## config.mk

```make
export PLATFORM = sky130hd
export DESIGN_NAME = fdu_por_sequencer_flat
export DESIGN_NICKNAME = d
export VERILOG_FILES = /design/src/rtl/fdu_por_sequencer_if.sv /design/src/rtl/fdu_por_sequencer.sv /design/src/flat_wrapper.sv
export SDC_FILE = /design/constraint.sdc
export NUM_CORES = 1
export LEC_CHECK = 0
export ABC_CLOCK_PERIOD_IN_PS = 2100
export CAP_MARGIN = 10
export CORE_MARGIN = 3
export CORE_UTILIZATION = 40
export DETAILED_ROUTE_END_ITERATION = 10
export SKIP_LAST_GASP = 1
export SLEW_MARGIN = 40
export SYNTH_ARGS = -nofsm -noshare
export SYNTH_HDL_FRONTEND = slang
export SYNTH_SLANG_ARGS = --single-unit
```

## constraint.sdc

```tcl
create_clock -name clk -period 2.1 [get_ports clk]
set_input_delay 0.42 -clock clk [delete_from_list [all_inputs] [get_ports clk]]
set_output_delay 0.42 -clock clk [all_outputs]
set_load 0.1 [all_outputs]
```

## src/rtl/fdu_por_sequencer_if.sv

```systemverilog
// Handshake bundle between the fdu health logic and the POR sequencer.
// The master side (fdu / testbench) drives unit status; the slave side is the sequencer.
interface fdu_por_sequencer_if;
   logic       enable;
   logic [1:0] healthy;
   logic [1:0] prime;
   logic [1:0] clr_lockout;
   logic [1:0] por_n;
   logic [1:0] lockout;
   logic       busy;
   logic       active_unit;

   modport master (
      output enable,
      output healthy,
      output prime,
      output clr_lockout,
      input  por_n,
      input  lockout,
      input  busy,
      input  active_unit
   );

   modport slave (
      input  enable,
      input  healthy,
      input  prime,
      input  clr_lockout,
      output por_n,
      output lockout,
      output busy,
      output active_unit
   );
endinterface

```

## src/rtl/fdu_por_sequencer.sv

```systemverilog
// Power-on-reset recovery sequencer for two fdu units sharing one POR timer.
// Pulses an unhealthy non-prime unit, waits a holdoff window, retries, and
// locks the unit out after MAX_RETRY failed attempts until software clears it.
module fdu_por_sequencer #(
   parameter int unsigned POR_CYCLES     = 16,
   parameter int unsigned HOLDOFF_CYCLES = 1024,
   parameter int unsigned MAX_RETRY      = 3,
   parameter int unsigned CNT_W          = 16
) (
   input logic                clk,
   input logic                reset,
   fdu_por_sequencer_if.slave bus
);

   localparam logic [CNT_W-1:0] PorLast     = CNT_W'(POR_CYCLES - 1);
   localparam logic [CNT_W-1:0] HoldoffLast = CNT_W'(HOLDOFF_CYCLES - 1);
   localparam logic [1:0]       MaxRetry    = 2'(MAX_RETRY);

   typedef enum logic [1:0] {
      StIdle,
      StAssert,
      StHoldoff
   } state_e;

   state_e           state_q, state_d;
   logic [CNT_W-1:0] timer_q, timer_d;
   logic             unit_q, unit_d;
   logic             last_grant_q, last_grant_d;
   logic [1:0]       lockout_q, lockout_d;
   logic [1:0][1:0]  retry_q, retry_d;

   logic [1:0]       req;
   logic             grant;
   logic [1:0]       retry_inc;

   // Only meaningful in idle; prime and locked-out units never request.
   assign req = {2{bus.enable}} & ~bus.healthy & ~bus.prime & ~lockout_q;

   // Round-robin pick between the two requesters; a lone requester always wins.
   always_comb begin
      grant = 1'b0;
      if (req == 2'b11) begin
         grant = ~last_grant_q;
      end else if (req[1]) begin
         grant = 1'b1;
      end
   end

   // Saturating retry increment for the unit currently owning the timer.
   assign retry_inc = (retry_q[unit_q] == MaxRetry) ? MaxRetry : retry_q[unit_q] + 2'd1;

   // Next-state logic: software clears first so a same-cycle lockout set overrides it.
   always_comb begin
      state_d      = state_q;
      timer_d      = timer_q + CNT_W'(1);
      unit_d       = unit_q;
      last_grant_d = last_grant_q;
      lockout_d    = lockout_q;
      retry_d      = retry_q;

      for (int i = 0; i < 2; i++) begin
         if (bus.clr_lockout[i]) begin
            lockout_d[i] = 1'b0;
            retry_d[i]   = 2'd0;
         end
      end

      unique case (state_q)
         StIdle: begin
            timer_d = '0;
            if (|req) begin
               state_d      = StAssert;
               unit_d       = grant;
               last_grant_d = grant;
            end
         end
         StAssert: begin
            if (bus.prime[unit_q]) begin
               // Unit became prime: drop the pulse, keep its retry count.
               state_d = StIdle;
               timer_d = '0;
            end else if (timer_q == PorLast) begin
               state_d = StHoldoff;
               timer_d = '0;
            end
         end
         StHoldoff: begin
            if (bus.prime[unit_q]) begin
               state_d = StIdle;
               timer_d = '0;
            end else if (bus.healthy[unit_q]) begin
               retry_d[unit_q] = 2'd0;
               state_d         = StIdle;
               timer_d         = '0;
            end else if (timer_q == HoldoffLast) begin
               retry_d[unit_q] = retry_inc;
               if (retry_inc == MaxRetry) begin
                  lockout_d[unit_q] = 1'b1;
               end
               state_d = StIdle;
               timer_d = '0;
            end
         end
         default: begin
            state_d = StIdle;
            timer_d = '0;
         end
      endcase
   end

   // State registers with synchronous reset; reset also ends any pulse in flight.
   always_ff @(posedge clk) begin
      if (reset) begin
         state_q      <= StIdle;
         timer_q      <= '0;
         unit_q       <= 1'b0;
         last_grant_q <= 1'b1;
         lockout_q    <= 2'b00;
         retry_q      <= '0;
      end else begin
         state_q      <= state_d;
         timer_q      <= timer_d;
         unit_q       <= unit_d;
         last_grant_q <= last_grant_d;
         lockout_q    <= lockout_d;
         retry_q      <= retry_d;
      end
   end

   // POR is low exactly while in assert, so only one bit can ever be low.
   assign bus.por_n       = (state_q == StAssert) ? (unit_q ? 2'b01 : 2'b10) : 2'b11;
   assign bus.lockout     = lockout_q;
   assign bus.busy        = (state_q != StIdle);
   assign bus.active_unit = unit_q;

endmodule

```

## src/flat_wrapper.sv

```systemverilog
// flat-port wrapper written by rule: the top's interface ports become plain ports
module fdu_por_sequencer_flat 
#(
   parameter int unsigned POR_CYCLES     = 16,
   parameter int unsigned HOLDOFF_CYCLES = 1024,
   parameter int unsigned MAX_RETRY      = 3,
   parameter int unsigned CNT_W          = 16
)
  (clk, reset, bus_enable, bus_healthy, bus_prime, bus_clr_lockout, bus_por_n, bus_lockout, bus_busy, bus_active_unit);
  fdu_por_sequencer_if bus_i ();
  input logic clk;
  input logic reset;
  input wire logic [$bits(bus_i.enable)-1:0] bus_enable;
  input wire logic [$bits(bus_i.healthy)-1:0] bus_healthy;
  input wire logic [$bits(bus_i.prime)-1:0] bus_prime;
  input wire logic [$bits(bus_i.clr_lockout)-1:0] bus_clr_lockout;
  output wire logic [$bits(bus_i.por_n)-1:0] bus_por_n;
  output wire logic [$bits(bus_i.lockout)-1:0] bus_lockout;
  output wire logic [$bits(bus_i.busy)-1:0] bus_busy;
  output wire logic [$bits(bus_i.active_unit)-1:0] bus_active_unit;
  assign bus_i.enable = bus_enable;
  assign bus_i.healthy = bus_healthy;
  assign bus_i.prime = bus_prime;
  assign bus_i.clr_lockout = bus_clr_lockout;
  assign bus_por_n = bus_i.por_n;
  assign bus_lockout = bus_i.lockout;
  assign bus_busy = bus_i.busy;
  assign bus_active_unit = bus_i.active_unit;
  fdu_por_sequencer #(.POR_CYCLES(POR_CYCLES), .HOLDOFF_CYCLES(HOLDOFF_CYCLES), .MAX_RETRY(MAX_RETRY), .CNT_W(CNT_W)) u_core (.clk(clk), .reset(reset), .bus(bus_i));
endmodule
```

==> metrics.txt <==
run status=complete, no violations; layout cell share with drive strength beyond 1=about a fifth; drt drc=0; Initial Util=43.3%; Peak VDD IR=0.297 mV; top_reg_cell synth=dfxtp_1; Synth top area share=37.8%; worst hold path type=reg -> reg; post-synthesis sequential area ratio=37.8%; pin count of the biggest net entering global routing=17; Final nets=192; number of unique standard cell types used by synthesis=41; vias in the first global route=about 1200; Internal Power=0.746 mW; worst path cell trace=or4_4 -> or4b_4 -> o31ai_2 -> a221oi_1; CTS tree=built; Antenna Cells=0; Die Y=64.7 um; Cells after Synth=154; CP bufs+invs=0; Avg WL per Cell=13.5 um; Cell Pwr Density=567 nW/um^2; worst-path maximum fanout=4; Die Wd=64.7 um; Cells after DPL=between 200 and 250; Post-synth EDFFs=0; post-synthesis register bit count=26; Die ar.=4180 um^2; final RePlAce weighted congestion=slightly above 0.8; Setup Viol. Count Final=0; routed vias=1224; min setup slack post-route=~100 ps; Sw Ratio=24.8%; post-DP HPWL=around 2.3 mm; top cell type by total area after synthesis=dfxtp_1; RSZ-0062 raised after global routing=yes; nature of the critical path endpoint=flip-flop; Flop pwr share=50.8%; fillers=around 300; combinational share of power=13.5%; Worst-Skew Late Latency=between 300 and 400 ps; clock buffer depth=2; Core Region=3180 um^2; Peak Freq=500 MHz; fin crit period=2000 ps; Power Total=between 0.9 and 1 mW; Static Leak=0.561 nW; Crit Path Class=reg -> reg; All-Layer GR Usage=15.6%; clock sink count=26; Final period util=95.3%; synth-to-layout area growth=27.0%; mapped cell area=1380 um^2; Synth Net Count=between 150 and 200; startpoint types=flip-flop; Largest delay share family, worst path=simple AND/OR/NAND/NOR gates; Clk network pwr share=around 36%; max-capacitance violation count=0; Slowest cell on crit path=or4b_4; vias per cell=between 5 and 6; drt total wl=3.00 mm; GR Overflow Total=0; Critical Path AT=2220 ps; synth top area cells=dfxtp_1 (38%), xnor2_1 (7.0%), nor3_1 (6.9%), a221oi_1 (3.8%), ha_1 (3.6%); first-pass GRT wire length=5.25 mm; First-pass DRT Iterations=4; Synth async-reset ratio=0%; worst path required time=2320 ps; fin cells=222; Worst path max stage delay=550 ps; post-route ant nets=0; hold slack=484 ps; post-synthesis area per instance=8.95 um^2; fin. max-slew vios=0; initial antenna violation count=0; P_sw=0.245 mW; synth warn=0; clock transition at the registers of the reported paths=150 ps; root buffer cell=clkbuf_4; skew final=a little over 10 ps; final hold vios=0; CTS H-tree lvls=1; hold buffer count at cts=0; initial DRC count=60; port bufs=14; Place WS=-0.493 ps; slew margin rel.=72.4%; Cell Rows=20; number of CTS-inserted buffers=3; Top-Level Pins=15; Worst Tran Pin Value=409 ps; Setup TNS=0 ps
-- cell families after synthesis --
family | Yosys count | share of synthesized area, %
flops | 26 | 37.8
mux | 3 | 2.27
fa+ha+maj | 4 | 3.63
compound gates | 22 | 12.5
xor+xnor | 13 | 8.27
buf+inv | 12 | 3.90
simple gates | 74 | 31.6
-- layout make-up --
class	count	area (um^2)	share of cell area, %
multi-input cells	116	828	47.4
flip-flops and latches	26	526	30.0
repair buffers	26	265	15.2
well taps	44	55.1	3.15
clock inverters	1	30.0	1.72
clock buffers	3	22.5	1.29
inverters	6	22.5	1.29
-- state kept, by name, indices dropped and copies added (netlist names) --
name	cells
u_core.retry_q	4
u_core.bus.active_unit	1
u_core.state_q	2
u_core.timer_q	16
u_core.last_grant_q	1
u_core.bus.lockout	2
-- cell usage in the layout (no fill, tap or decap), types with 5 or more instances in the layout --
cell and instances:
nand3_1 5, nor3_1 19, nor2_1 6, a221oi_1 5, clkdlybuf4s50_1 8, buf_4 14
xnor2_1 11, nand2_1 12, dfxtp_1 22, inv_1 6
-- metrics by stage --
step / util (%) / area, um^2
5_1_grt: 55.0 / 1750
3_5_place_dp: 52.3 / 1660
2_1_floorplan: - / 1380
6_report: 55.0 / 1750
3_3_place_gp: 52.3 / 1660
4_1_cts: 54.0 / 1720
-- repair_timing --
action / CTS / global route
hold endpoints to repair: 0 / 0
endpoints found under the setup margin: 0 / 8
buffers inserted: 0 / 1
resized for setup: 0 / 7
-- worst register-to-register path: cells and delay by family (launching register included) --
kind / cells / cell delay (ps)
compound gates: 2 / 430
flops: 1 / 370
simple gates: 2 / 1090
-- layer usage --
layer	share of wire [%]	global-route usage, %	vias to the layer above
met5	0	0	-
met4	0.67	3.17	0
met3	2.3	2.60	3
met2	46	25.6	14
met1	51	21.5	582
li1	-	-	625
-- final timing paths --
check	slack [ps]	startpoint	to	depth (start not counted)
max	100	u_core.timer_q[12]$_SDFF_PP0_	u_core.retry_q[0]$_SDFF_PP0_	4
min	480	u_core.retry_q[1]$_SDFF_PP0_	u_core.retry_q[1]$_SDFF_PP0_	2
max reg2reg	100	u_core.timer_q[12]$_SDFF_PP0_	u_core.retry_q[0]$_SDFF_PP0_	4
min reg2reg	480	u_core.retry_q[1]$_SDFF_PP0_	u_core.retry_q[1]$_SDFF_PP0_	2
-- power by group through the flow --
| stage | sequential, mW | clock (mW) | combinational, mW |
|---|---|---|---|
| final | 0.504 | 0.354 | 0.134 |
| after global routing | 0.505 | 0.377 | 0.143 |
| after CTS | 0.504 | 0.364 | 0.131 |
| after detailed placement | 0.514 | 0 | 0.131 |
| after global placement | 0.514 | 0 | 0.129 |
| after floorplan | 0.518 | 0 | 0.0739 |
-- cells in the mapped netlist, drive strengths merged (3+ instances only) --
cell type	number
nand2	12
o21ai	3
ha	4
nand2b	5
buf	3
nor3	19
clkbuf	3
nor4b	3
inv	6
nand4	3
nor4	5
dfxtp	26
nand3	5
a221oi	6
or4	3
xnor2	11
nor2	6
No activity file was read; power rests on OpenSTA's default activity.
